$ cat src/rtl/fetch_unit.sv
// fetch_unit: instruction fetch with credit-limited imem requests and a prefetch FIFO.
// Optional macro FETCH_MISALIGN_EN: misaligned redirects raise a sticky o_fetch_err.
module fetch_unit #(
    parameter logic [31:0] RESET_PC  = 32'h0000_0000,
    parameter int          DEPTH     = 4,
    parameter int          MAX_OUTST = 2
) (
    input  logic        i_clk,
    input  logic        i_rst_n,
    output logic        o_imem_req,
    output logic [31:0] o_imem_addr,
    input  logic        i_imem_gnt,
    input  logic        i_imem_rvalid,
    input  logic [31:0] i_imem_rdata,
    input  logic        i_redirect,
    input  logic [31:0] i_redirect_pc,
    output logic        o_inst_vld,
    input  logic        i_inst_rdy,
    output logic [31:0] o_inst,
    output logic [31:0] o_pc,
    output logic [31:0] o_pc_4,
    output logic        o_fetch_err
);
    localparam int AW = (DEPTH > 1) ? $clog2(DEPTH) : 1;
    localparam int CW = $clog2(DEPTH + 1);
    localparam int OW = $clog2(MAX_OUTST + 1);
    localparam int QW = (MAX_OUTST > 1) ? $clog2(MAX_OUTST) : 1;

    typedef struct packed {
        logic [31:0] pc;
        logic [31:0] inst;
    } fifo_entry_t;

    logic [31:0]   fetch_pc_q, fetch_pc_d;
    logic [OW-1:0] outst_q, outst_d;
    logic [OW-1:0] drop_q, drop_d;
    logic [CW-1:0] cnt_q, cnt_d;
    logic [AW-1:0] wptr_q, wptr_d;
    logic [AW-1:0] rptr_q, rptr_d;
    logic [QW-1:0] pq_wr_q, pq_wr_d;
    logic [QW-1:0] pq_rd_q, pq_rd_d;
    fifo_entry_t   fifo_q [DEPTH];
    fifo_entry_t   fifo_d [DEPTH];
    logic [31:0]   pcq_q [MAX_OUTST];
    logic [31:0]   pcq_d [MAX_OUTST];

    logic        err;
    logic        req;
    logic        fire;
    logic        push;
    logic        pop;
    logic [31:0] head_pc;

    function automatic logic [QW-1:0] qnext(input logic [QW-1:0] idx);
        return (idx == QW'(MAX_OUTST - 1)) ? '0 : idx + QW'(1);
    endfunction

`ifdef FETCH_MISALIGN_EN
    logic        err_q, err_d;
    logic [31:0] err_pc_q, err_pc_d;

    // Sticky misalign flag, captured with the faulting target on every redirect
    always_comb begin
        err_d    = err_q;
        err_pc_d = err_pc_q;
        if (i_redirect) begin
            err_d    = (i_redirect_pc[1:0] != 2'b00);
            err_pc_d = i_redirect_pc;
        end
    end

    // Misalign state registers
    always_ff @(posedge i_clk) begin
        if (!i_rst_n) begin
            err_q    <= 1'b0;
            err_pc_q <= '0;
        end else begin
            err_q    <= err_d;
            err_pc_q <= err_pc_d;
        end
    end

    assign err         = err_q;
    assign o_fetch_err = err_q;
    assign o_pc        = err_q ? err_pc_q : head_pc;
`else
    logic unused_redirect_lsb;

    assign unused_redirect_lsb = ^i_redirect_pc[1:0];
    assign err                 = 1'b0;
    assign o_fetch_err         = 1'b0;
    assign o_pc                = head_pc;
`endif

    assign o_inst_vld  = (cnt_q != '0);
    assign head_pc     = o_inst_vld ? fifo_q[rptr_q].pc : '0;
    assign o_inst      = o_inst_vld ? fifo_q[rptr_q].inst : '0;
    assign o_pc_4      = o_pc + 32'd4;
    assign o_imem_req  = req;
    assign o_imem_addr = fetch_pc_q;

    // Request credit, in-flight PC queue, drop counter and FIFO next-state
    always_comb begin
        fetch_pc_d = fetch_pc_q;
        outst_d    = outst_q;
        drop_d     = drop_q;
        cnt_d      = cnt_q;
        wptr_d     = wptr_q;
        rptr_d     = rptr_q;
        pq_wr_d    = pq_wr_q;
        pq_rd_d    = pq_rd_q;
        fifo_d     = fifo_q;
        pcq_d      = pcq_q;

        req  = i_rst_n && !i_redirect && !err
            && (outst_q < OW'(MAX_OUTST))
            && ((32'(cnt_q) + 32'(outst_q)) < 32'(DEPTH));
        fire = req && i_imem_gnt;
        push = i_imem_rvalid && (drop_q == '0) && !i_redirect;
        pop  = o_inst_vld && i_inst_rdy && !i_redirect;

        if (fire) begin
            fetch_pc_d     = fetch_pc_q + 32'd4;
            pcq_d[pq_wr_q] = fetch_pc_q;
            pq_wr_d        = qnext(pq_wr_q);
        end
        if (i_imem_rvalid) begin
            pq_rd_d = qnext(pq_rd_q);
        end

        unique case ({fire, i_imem_rvalid})
            2'b10:   outst_d = outst_q + OW'(1);
            2'b01:   outst_d = outst_q - OW'(1);
            default: outst_d = outst_q;
        endcase

        if (i_imem_rvalid && (drop_q != '0)) begin
            drop_d = drop_q - OW'(1);
        end

        if (push) begin
            fifo_d[wptr_q].pc   = pcq_q[pq_rd_q];
            fifo_d[wptr_q].inst = i_imem_rdata;
            wptr_d              = wptr_q + AW'(1);
        end
        if (pop) begin
            rptr_d = rptr_q + AW'(1);
        end

        unique case ({push, pop})
            2'b10:   cnt_d = cnt_q + CW'(1);
            2'b01:   cnt_d = cnt_q - CW'(1);
            default: cnt_d = cnt_q;
        endcase

        if (i_redirect) begin
            fetch_pc_d = {i_redirect_pc[31:2], 2'b00};
            drop_d     = outst_q - OW'(i_imem_rvalid);
            cnt_d      = '0;
            wptr_d     = '0;
            rptr_d     = '0;
        end
    end

    // Control state with synchronous reset
    always_ff @(posedge i_clk) begin
        if (!i_rst_n) begin
            fetch_pc_q <= RESET_PC;
            outst_q    <= '0;
            drop_q     <= '0;
            cnt_q      <= '0;
            wptr_q     <= '0;
            rptr_q     <= '0;
            pq_wr_q    <= '0;
            pq_rd_q    <= '0;
        end else begin
            fetch_pc_q <= fetch_pc_d;
            outst_q    <= outst_d;
            drop_q     <= drop_d;
            cnt_q      <= cnt_d;
            wptr_q     <= wptr_d;
            rptr_q     <= rptr_d;
            pq_wr_q    <= pq_wr_d;
            pq_rd_q    <= pq_rd_d;
        end
    end

    // Payload storage; only read when its occupancy says it is live
    always_ff @(posedge i_clk) begin
        fifo_q <= fifo_d;
        pcq_q  <= pcq_d;
    end

endmodule

$ cat config.mk
export PLATFORM = sky130hd
export DESIGN_NAME = fetch_unit
export DESIGN_NICKNAME = d
export VERILOG_FILES = /design/src/rtl/fetch_unit.sv
export SDC_FILE = /design/constraint.sdc
export NUM_CORES = 1
export LEC_CHECK = 0
export CAP_MARGIN = 20
export CORE_ASPECT_RATIO = 0.5
export CORE_MARGIN = 4
export CORE_UTILIZATION = 50
export DETAILED_ROUTE_END_ITERATION = 6
export GPL_ROUTABILITY_DRIVEN = 0
export PLACE_DENSITY = 0.86
export SLEW_MARGIN = 20
export SYNTH_ARGS = -nofsm -noshare
export SYNTH_HDL_FRONTEND = slang
export SYNTH_SLANG_ARGS = --single-unit
$ cat constraint.sdc
create_clock -name i_clk -period 3.6 [get_ports i_clk]
set_clock_uncertainty 0.15 [all_clocks]
set_input_delay 0.72 -clock i_clk [delete_from_list [all_inputs] [get_ports i_clk]]
set_output_delay 0.72 -clock i_clk [all_outputs]
set_load 0.02 [all_outputs]
==> impl_metrics.py <==
metrics = {
    "clock_tree": {
        "clkSlewWorstSetupHoldPaths_ns": 0.07,
        "root_buffer": "clkbuf_16",
        "clock-sinks": 351,
        "cts_tree": "yes",
        "clock_latency_ns": 0.58,
        "cts-htree-levels": 1,
        "numCtsBuffers": 31,
        "cts_buffer_depth": 3,
    },
    "critical_path": {
        "critPathSlowestCell": "dfxtp_4",
        "crit_type": "reg -> out",
        "reg2reg_slack_ns": 0.76,
        "path_cells": "buf_12, buf_8, mux4_2, nand4_1, buf_4, nor4_4, nand4_1, buf_6, nor2_4, xnor2_1, buf_4",
        "crit_required_ns": 2.73,
        "crit_fanout": 6,
        "worstReg2RegEnd": "o_imem_addr[27]",
        "endpoint_kind": "output pin",
        "cp_top_family": "buffers and inverters",
        "cp.arrival_ns": 3.00,
        "rr_worst_depth": 6,
        "cp-start-kind": "register",
        "critPathMaxStageDelay_ns": 0.38,
        "timing.rr.start": "o_imem_addr[2]",
        "cp_num_buf_inv": 5,
    },
    "global_route": {
        "grtUsageMet1_pct": 27.54,
        "grt-busiest-layer": "met2",
        "grt_first_pass_wirelength_um": 61020,
        "grt_pass1_vias": 10660,
        "grt_antenna_before_repair": 1,
        "gr-usage-all-layers_pct": 22.72,
        "grt_overflow": 0,
        "grtUsageMet2_pct": 41.40,
        "grt_max_degree": 46,
        "use_met3_pct": 3.940,
    },
    "routing": {
        "wl_per_cell_um": 22.42,
        "first_iter_violations": 1047,
        "firstDrtPassIters": 6,
        "ant_nets": 0,
        "via_count": 10290,
        "drc_errors": 0,
        "viasPerCell": 5.763,
        "wl_um": 40010,
    },
    "yosys": {
        "synth-seq-cells": 351,
        "avgSynthCellArea_sq_um": 14.60,
        "ys_seq_area_share_pct": 64.77,
        "synth_top_area_share_pct": 59.26,
        "synth_top_area_cell": "edfxtp_1",
        "yosys.cell_count.top_type": "edfxtp_1",
        "ys_types": 55,
        "yosys-top-cells-area": "edfxtp_1, mux4_2, and2_1, dfxtp_1, mux2_2",
        "syn-cell-area_sq_mm": 0.01561,
        "ys.warnings.count": 0,
        "netlist_instances": 1069,
        "async_reset_ff_share_pct": 0,
        "synth_edf_count": 308,
        "ys.flop_type": "edfxtp_1",
        "synth_common_cells": "edfxtp_1, and2_1, mux4_2",
    },
    "worst_hold_path": {
        "hold_end": "wptr_q[1]",
        "min-delay-start": "wptr_q[1]",
        "hold_class": "reg -> reg",
        "holdPathStages": 2,
    },
    "pwr": {
        "irDropWorstVdd_mv": 0.4262,
        "power_density_mw_per_mm2": 443.3,
        "p_leak_nw": 7.505,
    },
    "finish": {
        "areaGrowthSynthToFinish_pct": 28.95,
        "layout.cells.non_filler": 1785,
        "final_layout_size_suffix_gt1_share_pct": 24.25,
        "layout.nets": 1419,
        "n_fill_cell": 2017,
    },
    "place": {
        "post-dp-hpwl_um": 25130,
        "placed_cells": 1702,
        "io_buffers": 191,
    },
    "timing": {
        "whs_ns": 0.3673,
        "slew_violations": 0,
        "tns_ns": -2.822,
        "fin_ws_ns": -0.2745,
        "finalCritPeriodShare_pct": 107.6,
        "worstMarginPinSlew_ns": 1.035,
        "hold_viol_final": 0,
        "fmax_mhz": 258.1,
        "slew_headroom_pct": 30.72,
        "setup_violations": 17,
        "period_needed_ns": 3.875,
        "grt_setup_unrepaired": "true",
    },
    "floorplan": {
        "die_h_um": 132.9,
        "die_area_sq_mm": 0.03428,
        "coreArea_sq_mm": 0.03052,
        "num_io_pins": 201,
        "die_w_um": 257.9,
        "initial_core_util_pct": 51.14,
        "num_rows": 45,
    },
    "flow_run": {
        "cap_violations": 0,
    },
    "run_status": {
        "violations": "negative setup slack",
        "status": "complete, but fails checks",
    },
}
## cell type report
cell class	count	area, sq um	share of cell area, %
repair buffers	290	2872	14.27
clock inverters	21	285.3	1.417
well taps	423	529.3	2.630
flip-flops and latches	351	10120	50.27
clock buffers	36	824.5	4.097
diodes	1	2.502	0.01243
inverters	24	90.09	0.4476
multi-input cells	639	5405	26.86
## layer usage
metal	up-vias	wire length (um)
li1	4513	-
met1	5172	15180
met2	483	20940
met3	119	2375
met4	0	1516
met5	-	0
## cell families after synthesis
| family | Yosys count | share of synthesized area (%) |
|---|---|---|
| AO/OA/AOI/OAI | 83 | 3.191 |
| multiplexers | 96 | 11.54 |
| flip-flops | 351 | 64.77 |
| AND/OR/NAND/NOR | 398 | 14.52 |
| other | 1 | 0.02403 |
| buffers and inverters | 85 | 2.533 |
| adder cells (fa/ha/maj) | 12 | 1.010 |
| XOR/XNOR | 43 | 2.413 |
## worst max-delay path by stage
| stage | start | end | slack [ns] | depth (start not counted) |
|---|---|---|---|---|
| finish | rptr_q[0] | o_pc_4[29] | -0.27 | 11 |
| detailed placement | rptr_q[0] | o_pc_4[26] | -0.15 | 9 |
| global placement | rptr_q[0] | o_pc_4[26] | -0.04 | 9 |
| floorplan | cnt_q[0] | o_pc_4[22] | 0.002 | 12 |
| global route | rptr_q[0] | o_pc_4[25] | -0.31 | 8 |
| CTS | rptr_q[0] | o_pc_4[25] | -0.25 | 8 |
## cell usage in the layout (no fill, tap or decap), types with 7 or more instances in the layout
cell,count
xnor2_2,7
and3_1,8
dlymetal6s2s_1,13
dlygate4sd2_1,24
clkdlybuf4s50_1,126
buf_12,12
and2_1,184
xnor2_1,15
dfxtp_1,41
xor2_1,20
edfxtp_1,308
nand4_1,15
a21oi_1,28
conb_1,7
nand2_1,50
mux2_2,31
nand3_1,15
nor2_1,51
buf_6,13
o21ai_0,21
inv_1,20
buf_4,93
nor3_1,10
ha_1,10
clkbuf_16,32
mux4_2,64
a31oi_1,12
## flip-flops by register name, indices dropped and copies added (netlist names)
signal,cells
cnt_q,3
drop_q,2
pcq_q,60
wptr_q,2
pq_rd_q,1
o_imem_addr,30
rptr_q,2
fifo_q,248
pq_wr_q,1
outst_q,2
## worst register-to-register path: cells and delay by family (launching register included)
kind	cells	cell delay, ns
DFF	1	0.51
AOI/OAI and AO/OA	2	0.55
and+or+nand+nor	4	1.52
## per-stage QoR
step           cell area [sq um]  setup slack, ns  util [%]  power (W)
2_1_floorplan              15680         0.002141         -   0.005055
3_3_place_gp               18540         -0.03753     60.75   0.005372
3_5_place_dp               18540          -0.1484     60.75   0.005406
4_1_cts                    19890          -0.2460     65.17   0.008938
5_1_grt                    20130          -0.3070     65.95   0.009191
6_report                   20130          -0.2745     65.95   0.008922
## power by group
group          total [W]  internal [W]  leakage [nW]  switching, W
combinational   0.000735      0.000339          3.68      0.000396
clock            0.00358       0.00208         0.531       0.00150
sequential       0.00460       0.00453          3.29     0.0000757
total            0.00892       0.00695          7.51       0.00197
## repair_timing
action	4_1_cts	5_1_grt
endpoints found under the setup margin	66	55
hold buffers	0	0
setup buffers	12	13
pin swaps	21	25
gates resized for setup	190	55
cloned	3	1
No activity file was read; power rests on OpenSTA's default activity.
